**config.mk**
```make
export PLATFORM = sky130hd
export DESIGN_NAME = abuf_drain
export DESIGN_NICKNAME = d
export VERILOG_FILES = /design/src/rtl/abuf_drain.sv
export SDC_FILE = /design/constraint.sdc
export NUM_CORES = 2
export LEC_CHECK = 0
export BUFFER_PORTS_ARGS = -buffer_cell sky130_fd_sc_hd__buf_2
export CORE_AREA = 2 2 415 417
export DETAILED_ROUTE_END_ITERATION = 7
export DIE_AREA = 0 0 417 419
export GPL_TIMING_DRIVEN = 0
export PLACE_DENSITY = 0.69
export SLEW_MARGIN = 20
export SYNTH_ARGS = -nofsm -noshare
export SYNTH_HDL_FRONTEND = slang
export SYNTH_SLANG_ARGS = --single-unit
```
**constraint.sdc**
```tcl
create_clock -name clk -period 14.9 [get_ports clk]
set_input_delay 2.98 -clock clk [delete_from_list [all_inputs] [get_ports clk]]
set_output_delay 2.98 -clock clk [all_outputs]
set_load 0.005 [all_outputs]
```
**src/rtl/abuf_drain.sv**
```systemverilog
// abuf_drain: drains PE-array accumulation buffers into a valid/ready stream.
// Ports: clk/rst, start/grp_cnt/depth job control, busy/done status,
//   abuf_rd_addr/rd_sel/abuf_rd_data array read side,
//   out_data/out_grp/out_addr/out_last/out_valid/out_ready result stream.
module abuf_drain #(
    parameter int PE_NUM     = 32,
    parameter int BUF_DEPTH  = 256,
    parameter int RES_W      = 32,
    parameter int BATCH      = 4,
    parameter int RD_LAT     = 2,
    parameter int FIFO_DEPTH = 4,
    localparam int GW = $clog2(PE_NUM / 4),
    localparam int AW = $clog2(BUF_DEPTH),
    localparam int DW = 4 * BATCH * RES_W
) (
    input  logic          clk,
    input  logic          rst,
    input  logic          start,
    input  logic [GW:0]   grp_cnt,
    input  logic [AW:0]   depth,
    output logic          busy,
    output logic          done,
    output logic [AW-1:0] abuf_rd_addr,
    output logic [GW-1:0] rd_sel,
    input  logic [DW-1:0] abuf_rd_data,
    output logic [DW-1:0] out_data,
    output logic [GW-1:0] out_grp,
    output logic [AW-1:0] out_addr,
    output logic          out_last,
    output logic          out_valid,
    input  logic          out_ready
);

    localparam int CW = $clog2(FIFO_DEPTH + RD_LAT + 2) + 1;
    localparam int PW = (FIFO_DEPTH > 1) ? $clog2(FIFO_DEPTH) : 1;

    typedef enum logic [1:0] {IDLE, ISSUE, DRAIN, DONE} state_t;

    typedef struct packed {
        logic          v;
        logic [GW-1:0] g;
        logic [AW-1:0] a;
        logic          l;
    } tag_t;

    typedef struct packed {
        logic [GW-1:0] g;
        logic [AW-1:0] a;
        logic          l;
        logic [DW-1:0] d;
    } ent_t;

    state_t        state, nstate;
    logic [GW:0]   gcnt_q, g_lim;
    logic [AW:0]   dep_q, d_lim;
    logic [GW-1:0] grp_q, igrp_q;
    logic [AW-1:0] addr_q;
    logic          zdone_q;
    // Stage 0 shadows abuf_rd_addr; stage RD_LAT lines up with abuf_rd_data.
    tag_t          sr [RD_LAT+1];
    ent_t          mem [FIFO_DEPTH];
    ent_t          head;
    logic [PW-1:0] wr_ptr, rd_ptr;
    logic [CW-1:0] cnt, infl;
    logic          start_ok, start_nil, iss, push, pop, full, credit;
    logic          last_a, last_g, is_last;

    function automatic logic [PW-1:0] inc(input logic [PW-1:0] p);
        return (p == PW'(FIFO_DEPTH - 1)) ? '0 : p + PW'(1);
    endfunction

    always_comb begin
        start_nil = (state == IDLE) && start && (grp_cnt == '0 || depth == '0);
        start_ok  = (state == IDLE) && start && !(grp_cnt == '0 || depth == '0);
        g_lim     = (state == IDLE) ? grp_cnt : gcnt_q;
        d_lim     = (state == IDLE) ? depth : dep_q;
        last_a    = {1'b0, addr_q} == d_lim - (AW+1)'(1);
        last_g    = {1'b0, grp_q} == g_lim - (GW+1)'(1);
        is_last   = last_a && last_g;
        infl      = '0;
        for (int i = 0; i <= RD_LAT; i++)
            infl = infl + CW'(sr[i].v);
        push      = sr[RD_LAT].v;
        pop       = (cnt != '0) && out_ready;
        full      = cnt == CW'(FIFO_DEPTH);
        // A pop this cycle frees its slot for the read issued now.
        credit    = (cnt + infl - CW'(pop)) < CW'(FIFO_DEPTH);
        // The FIFO is empty in IDLE, so the first read needs no credit check.
        iss       = start_ok || (state == ISSUE && credit);
    end

    always_ff @(posedge clk or posedge rst) begin
        if (rst) state <= IDLE;
        else     state <= nstate;
    end

    always_comb begin
        nstate = state;
        unique case (state)
            IDLE:    if (start_ok) nstate = is_last ? DRAIN : ISSUE;
            ISSUE:   if (iss && is_last) nstate = DRAIN;
            DRAIN:   if (infl == '0 && cnt == '0) nstate = DONE;
            DONE:    nstate = IDLE;
            default: nstate = IDLE;
        endcase
    end

    always_comb begin
        busy = (state == ISSUE) || (state == DRAIN);
        done = (state == DONE) || zdone_q;
    end

    always_ff @(posedge clk or posedge rst) begin
        if (rst) begin
            gcnt_q       <= '0;
            dep_q        <= '0;
            grp_q        <= '0;
            addr_q       <= '0;
            igrp_q       <= '0;
            abuf_rd_addr <= '0;
            rd_sel       <= '0;
            zdone_q      <= 1'b0;
            cnt          <= '0;
            wr_ptr       <= '0;
            rd_ptr       <= '0;
            for (int i = 0; i <= RD_LAT; i++)
                sr[i] <= '0;
        end else begin
            zdone_q <= start_nil;
            if (start_ok) begin
                gcnt_q <= grp_cnt;
                dep_q  <= depth;
            end
            if (iss) begin
                abuf_rd_addr <= addr_q;
                igrp_q       <= grp_q;
                if (is_last) begin
                    addr_q <= '0;
                    grp_q  <= '0;
                end else if (last_a) begin
                    addr_q <= '0;
                    grp_q  <= grp_q + GW'(1);
                end else begin
                    addr_q <= addr_q + AW'(1);
                end
            end
            // The array mux is registered, so it needs the group one cycle late.
            rd_sel <= igrp_q;
            sr[0]  <= iss ? {1'b1, grp_q, addr_q, is_last} : '0;
            for (int i = 1; i <= RD_LAT; i++)
                sr[i] <= sr[i-1];
            cnt <= cnt + CW'(push) - CW'(pop);
            if (push) wr_ptr <= inc(wr_ptr);
            if (pop)  rd_ptr <= inc(rd_ptr);
        end
    end

    always_ff @(posedge clk) begin
        if (push)
            mem[wr_ptr] <= {sr[RD_LAT].g, sr[RD_LAT].a, sr[RD_LAT].l, abuf_rd_data};
    end

    always_comb begin
        head      = mem[rd_ptr];
        out_valid = cnt != '0;
        out_data  = out_valid ? head.d : '0;
        out_grp   = out_valid ? head.g : '0;
        out_addr  = out_valid ? head.a : '0;
        out_last  = out_valid ? head.l : 1'b0;
    end

    push_not_full: assert property (@(posedge clk) disable iff (rst) !(push && full));

endmodule
```
-- Word-level counts from Yosys, hierarchy flattened
Memory sizes are Yosys's and may differ from the RTL's.
Index checks and enable logic that the tools add are counted.
W data, S select, Z words.
- add/sub/neg operators: 12
- magnitude comparators: 1
- equal/unequal tests: 10
- muxes and demuxes: 20
- reductions and logical operators: 22
- operators by type and width (cell ; number):
    $mux W512 ; 1
    $mux W8 ; 3
    $mux W13 ; 1
    $logic_not A4 Y1 ; 3
    $mux W2 ; 6
    $eq A8 B9 Y1 ; 1
    $logic_not A9 Y1 ; 1
    $mux W3 ; 3
    $mux W9 ; 1
    $sub A9 B1 Y9 const B ; 1
    $add A8 B1 Y8 const B ; 1
    $eq A2 B2 Y1 const B ; 4
    $logic_and A1 B1 Y1 ; 8
    $pmux W2 S4 ; 1
    $sub A4 B1 Y4 ; 2
    $add A2 B1 Y2 const B ; 2
    $add A4 B1 Y4 ; 1
    $add A4 B3 Y4 ; 1
    $eq A3 B4 Y1 ; 1
    $logic_or A1 B1 Y1 ; 4
    $lt A4 B3 Y1 const B ; 1
    $mux W4 ; 1
    $ne A2 B2 Y1 const B ; 2
    $reduce_bool A4 Y1 ; 1
    other kinds (12) ; 14
- register bits after elaboration: 88
- RAM bits: 2096
- input bits: 529
- output and inout port bits: 538
- logic and storage cells: 90
- memories kept: 1
- memories (name ; words ; width ; rd ports ; clocked after memory_dff ; write ports ; RTL line ; source):
    mem ; 4 ; 524 ; 1 ; 0 ; 1 ; 61 ; ent_t mem [FIFO_DEPTH];

-- Depth between registers and ports, before layout
- word-level depth: 10
- mapped depth: 17

-- Worst setup path before layout
No wires, ideal clock.
- kind: register to register
- start point: register wr_ptr[0]
- end point: memory mem[0][0] in the netlist's numbering (enable)
- arrival time: 12.419 ns
- required time: 13.945 ns
- slack: 1.526 ns
- cell stages (with the launch flop): 4
- period minus slack after synthesis: 13.374 ns
- cell sequence: dfrtp_1 inv_1 ha_1 and2_1
- RTL lines (element ; RTL line ; source):
    start: declaration ; 63 ; logic [PW-1:0] wr_ptr, rd_ptr;
    start signal: assignment ; 153 ; if (push) wr_ptr <= inc(wr_ptr);
    end: declaration ; 61 ;
Straight into the memory's write port.

-- Worst setup path after layout
- start point: register cnt[2]
- end point: output out_data[334]
- longest elaborated chain between the ends: 2
- ends and longest elaborated chain (element ; RTL line ; source):
    start: declaration ; 64 ; logic [CW-1:0] cnt, infl;
    start signal: assignment ; 152 ; cnt <= cnt + CW'(push) - CW'(pop);
    $reduce_bool A4 Y1 ; 165 ; out_valid = cnt != '0;
    $mux W512 ; 166 ; out_data = out_valid ? head.d : '0;
    end: declaration ; 26 ; output logic [DW-1:0] out_data,
Every way passes these cells.

==> results.cfg <==
[logic_synthesis]
mappedNetlistArea_um2 = 82720
netlist.area_leader.share_pct = 76.09
yosys.area.top_type = edfxtp_1
synth_common_cells = edfxtp_1 (2,096), and2_1 (537), mux4_2 (524)
syn-num-nets = 4201
ys_warn_count = 0
async_reset_ff_share_pct = 4.029
synthFlopType = edfxtp_1
postSynthAreaPerCell_um2 = 22.67
synth.area.top_cells = edfxtp_1 (76%), mux4_2 (14%), and2_1 (4.1%)
synth_cells = 3648
yosysSeqAreaShare_pct = 78.75
post-synth-top-count-cell = edfxtp_1
synth.distinct_cells = 55
synth_edf_count = 2096
ys_ff_latch = 2184

[clocking]
post_cts_resized = 0
clockBufferDepth = 3
root_buffer = clkbuf_16
cts_hold_buf = 0
htreeDepth = 4
clock-sinks = 2184
cts_tree = done
worstSkewPairLatency_ns = 0.85
cts_buffers = 216
clkTransAtPathRegs_ns = 0.06
post_cts_buffers = 0

[finish]
multiInputGateArea_um2 = 16740
n_fill_cell = 12347
syn2layout_area_growth_pct = 19.84
instances_no_fill = 7440
drive_gt1_share_pct = 39.12
num-nets-final = 5542
fin_area_um2 = 99130
final_util_pct = 58.11
regArea_um2 = 65140

[worst_setup_path]
cp_slowest_cell = clkbuf_1
arrival_ns = 4.29
start_kind = flop
cp_max_fo = 10
crit_family = buffers and inverters
setup.worst_path.class = reg2out
end_kind = primary output
required_ns = 11.92
crit_chain = inv_1 > ha_1 > nand2_1 > clkbuf_2 > clkbuf_1 > clkbuf_1 > and2_1 > buf_2
timing.critical_path.mode_cell = clkbuf_1
cp_slowest_stage_delay_ns = 0.79
critPathBufInv = 5

[sta]
slew_violations = 0
maxSlewHeadroom_pct = 26.14
hold_viol = 0
fmax_mhz = 137.5
setup_viol = 0
period_needed_ns = 7.275
tightest_slew_ns = 1.108
setup_tns_ns = 0
rsz0062_at_grt = no
finClkSkew_ns = 0.03795
fin_crit_sh_pct = 48.83

[placement]
hpwl_mm = 138.6
dpl.cell_count = 7004
place_area_um2 = 92290
port-buffer-count = 1066
gp_congestion = 0.8120

[power]
ir_worst_vdd_v = 0.0001341
p_per_area_nw_per_um2 = 194.1
static-leakage-power_nw = 34.02

[routing]
dr.pass1.iters = 6
vias = 41078
ant_nets = 0
wl_per_cell_um = 26.96
drt-initial-drc-count = 3233
wirelength_mm = 200.6
vias_per_cell = 5.521
drc = 0

[global_route]
grt_max_degree = 60
track_usage_pct = 22.67
grt_pass1_vias = 42760
gr-total-overflow = 0
grt_pass1_wl_mm = 287.1
antenna_found_initial = 112

[floorplanning]
ios = 1067
core_region_area_um2 = 170600
die_w_um = 417
start_util_pct = 48.49
row_count = 152
die_area_um2 = 174700
fp.dieH_um = 419

[min_path]
hp-class = reg2reg

[job]
drv_cap = 0

[status]
status = finished clean
cell families after synthesis:
group / share of synthesized area (%)
flops: 78.75
xor+xnor: 0.2208
mux: 14.66
simple gates: 4.565
fa+ha+maj: 0.3812
buf+inv: 1.026
compound gates: 0.3963
sequential cells by signal, summed over array words and instances, names as in the netlist, 3 cells and up:
signal and flops:
sr 38, cnt 4, abuf_rd_addr 8, gcnt_q 4
mem 2096, grp_q 3, addr_q 8, igrp_q 3
dep_q 9, rd_sel 3
layout make-up:
cell class | count | share of cell area (%)
antenna | 46 | 0.1161
timing repair buffer | 1123 | 6.813
buffer | 184 | 0.7573
sequential | 2184 | 65.72
multi-input combinational | 1250 | 16.88
tap | 2233 | 2.819
clock inverter | 126 | 0.9833
inverter | 30 | 0.1161
clock buffer | 264 | 5.795
layer usage:
metal	GRT usage (%)	up-vias	wire length [um]
li1	-	17669	-
met1	27.08	21320	73700
met2	37.18	1527	100100
met3	6.751	490	15310
met4	12.28	72	10990
met5	0	-	473
final timing paths:
check / cells after the start / from / slack [ns] / end
min reg2reg: 0 / sr[19] / 0.33 / sr[6]
max in group asynchronous: 3 / rst / 12.10 / rd_ptr[0]
min in group asynchronous: 2 / rst / 2.13 / rd_sel[0]
max: 8 / cnt[2] / 7.63 / out_data[334]
max reg2reg: 17 / cnt[2] / 10.48 / abuf_rd_addr[3]
min: 0 / sr[19] / 0.33 / sr[6]
placed cells by master (no fill, tap or decap), drive strengths merged, types with 9 or more instances in the layout:
cell       n
mux2      16
mux4     524
ha        22
dfrtp     88
nand2     13
xnor2     11
nor2      13
bufinv     9
buf     1198
a21o      14
inv       37
xor2       9
clkbuf   373
and2     538
diode     46
edfxtp  2096
clkinv   105
mux2i     14
report_power, final:
group          internal, mW  leakage (nW)  switching (mW)  total [mW]
clock network          2.89          3.30            2.26        5.15
registers              7.65          20.2           0.196        7.84
logic                  2.92          10.6            3.32        6.25
total                  13.5          34.0            5.78        19.2
through the flow:
stage / power [mW] / hold WS [ns] / setup slack, ns
6_report: 19.24 / 0.3347 / 7.625
3_3_place_gp: 15.05 / 0.3322 / -8.879
2_1_floorplan: 11.95 / 0.3312 / 1.526
4_1_cts: 19.50 / 0.3335 / 7.248
5_1_grt: 20.10 / 0.3502 / 7.301
3_5_place_dp: 14.33 / 0.3347 / 8.211
No activity file was read; power rests on OpenSTA's default activity.
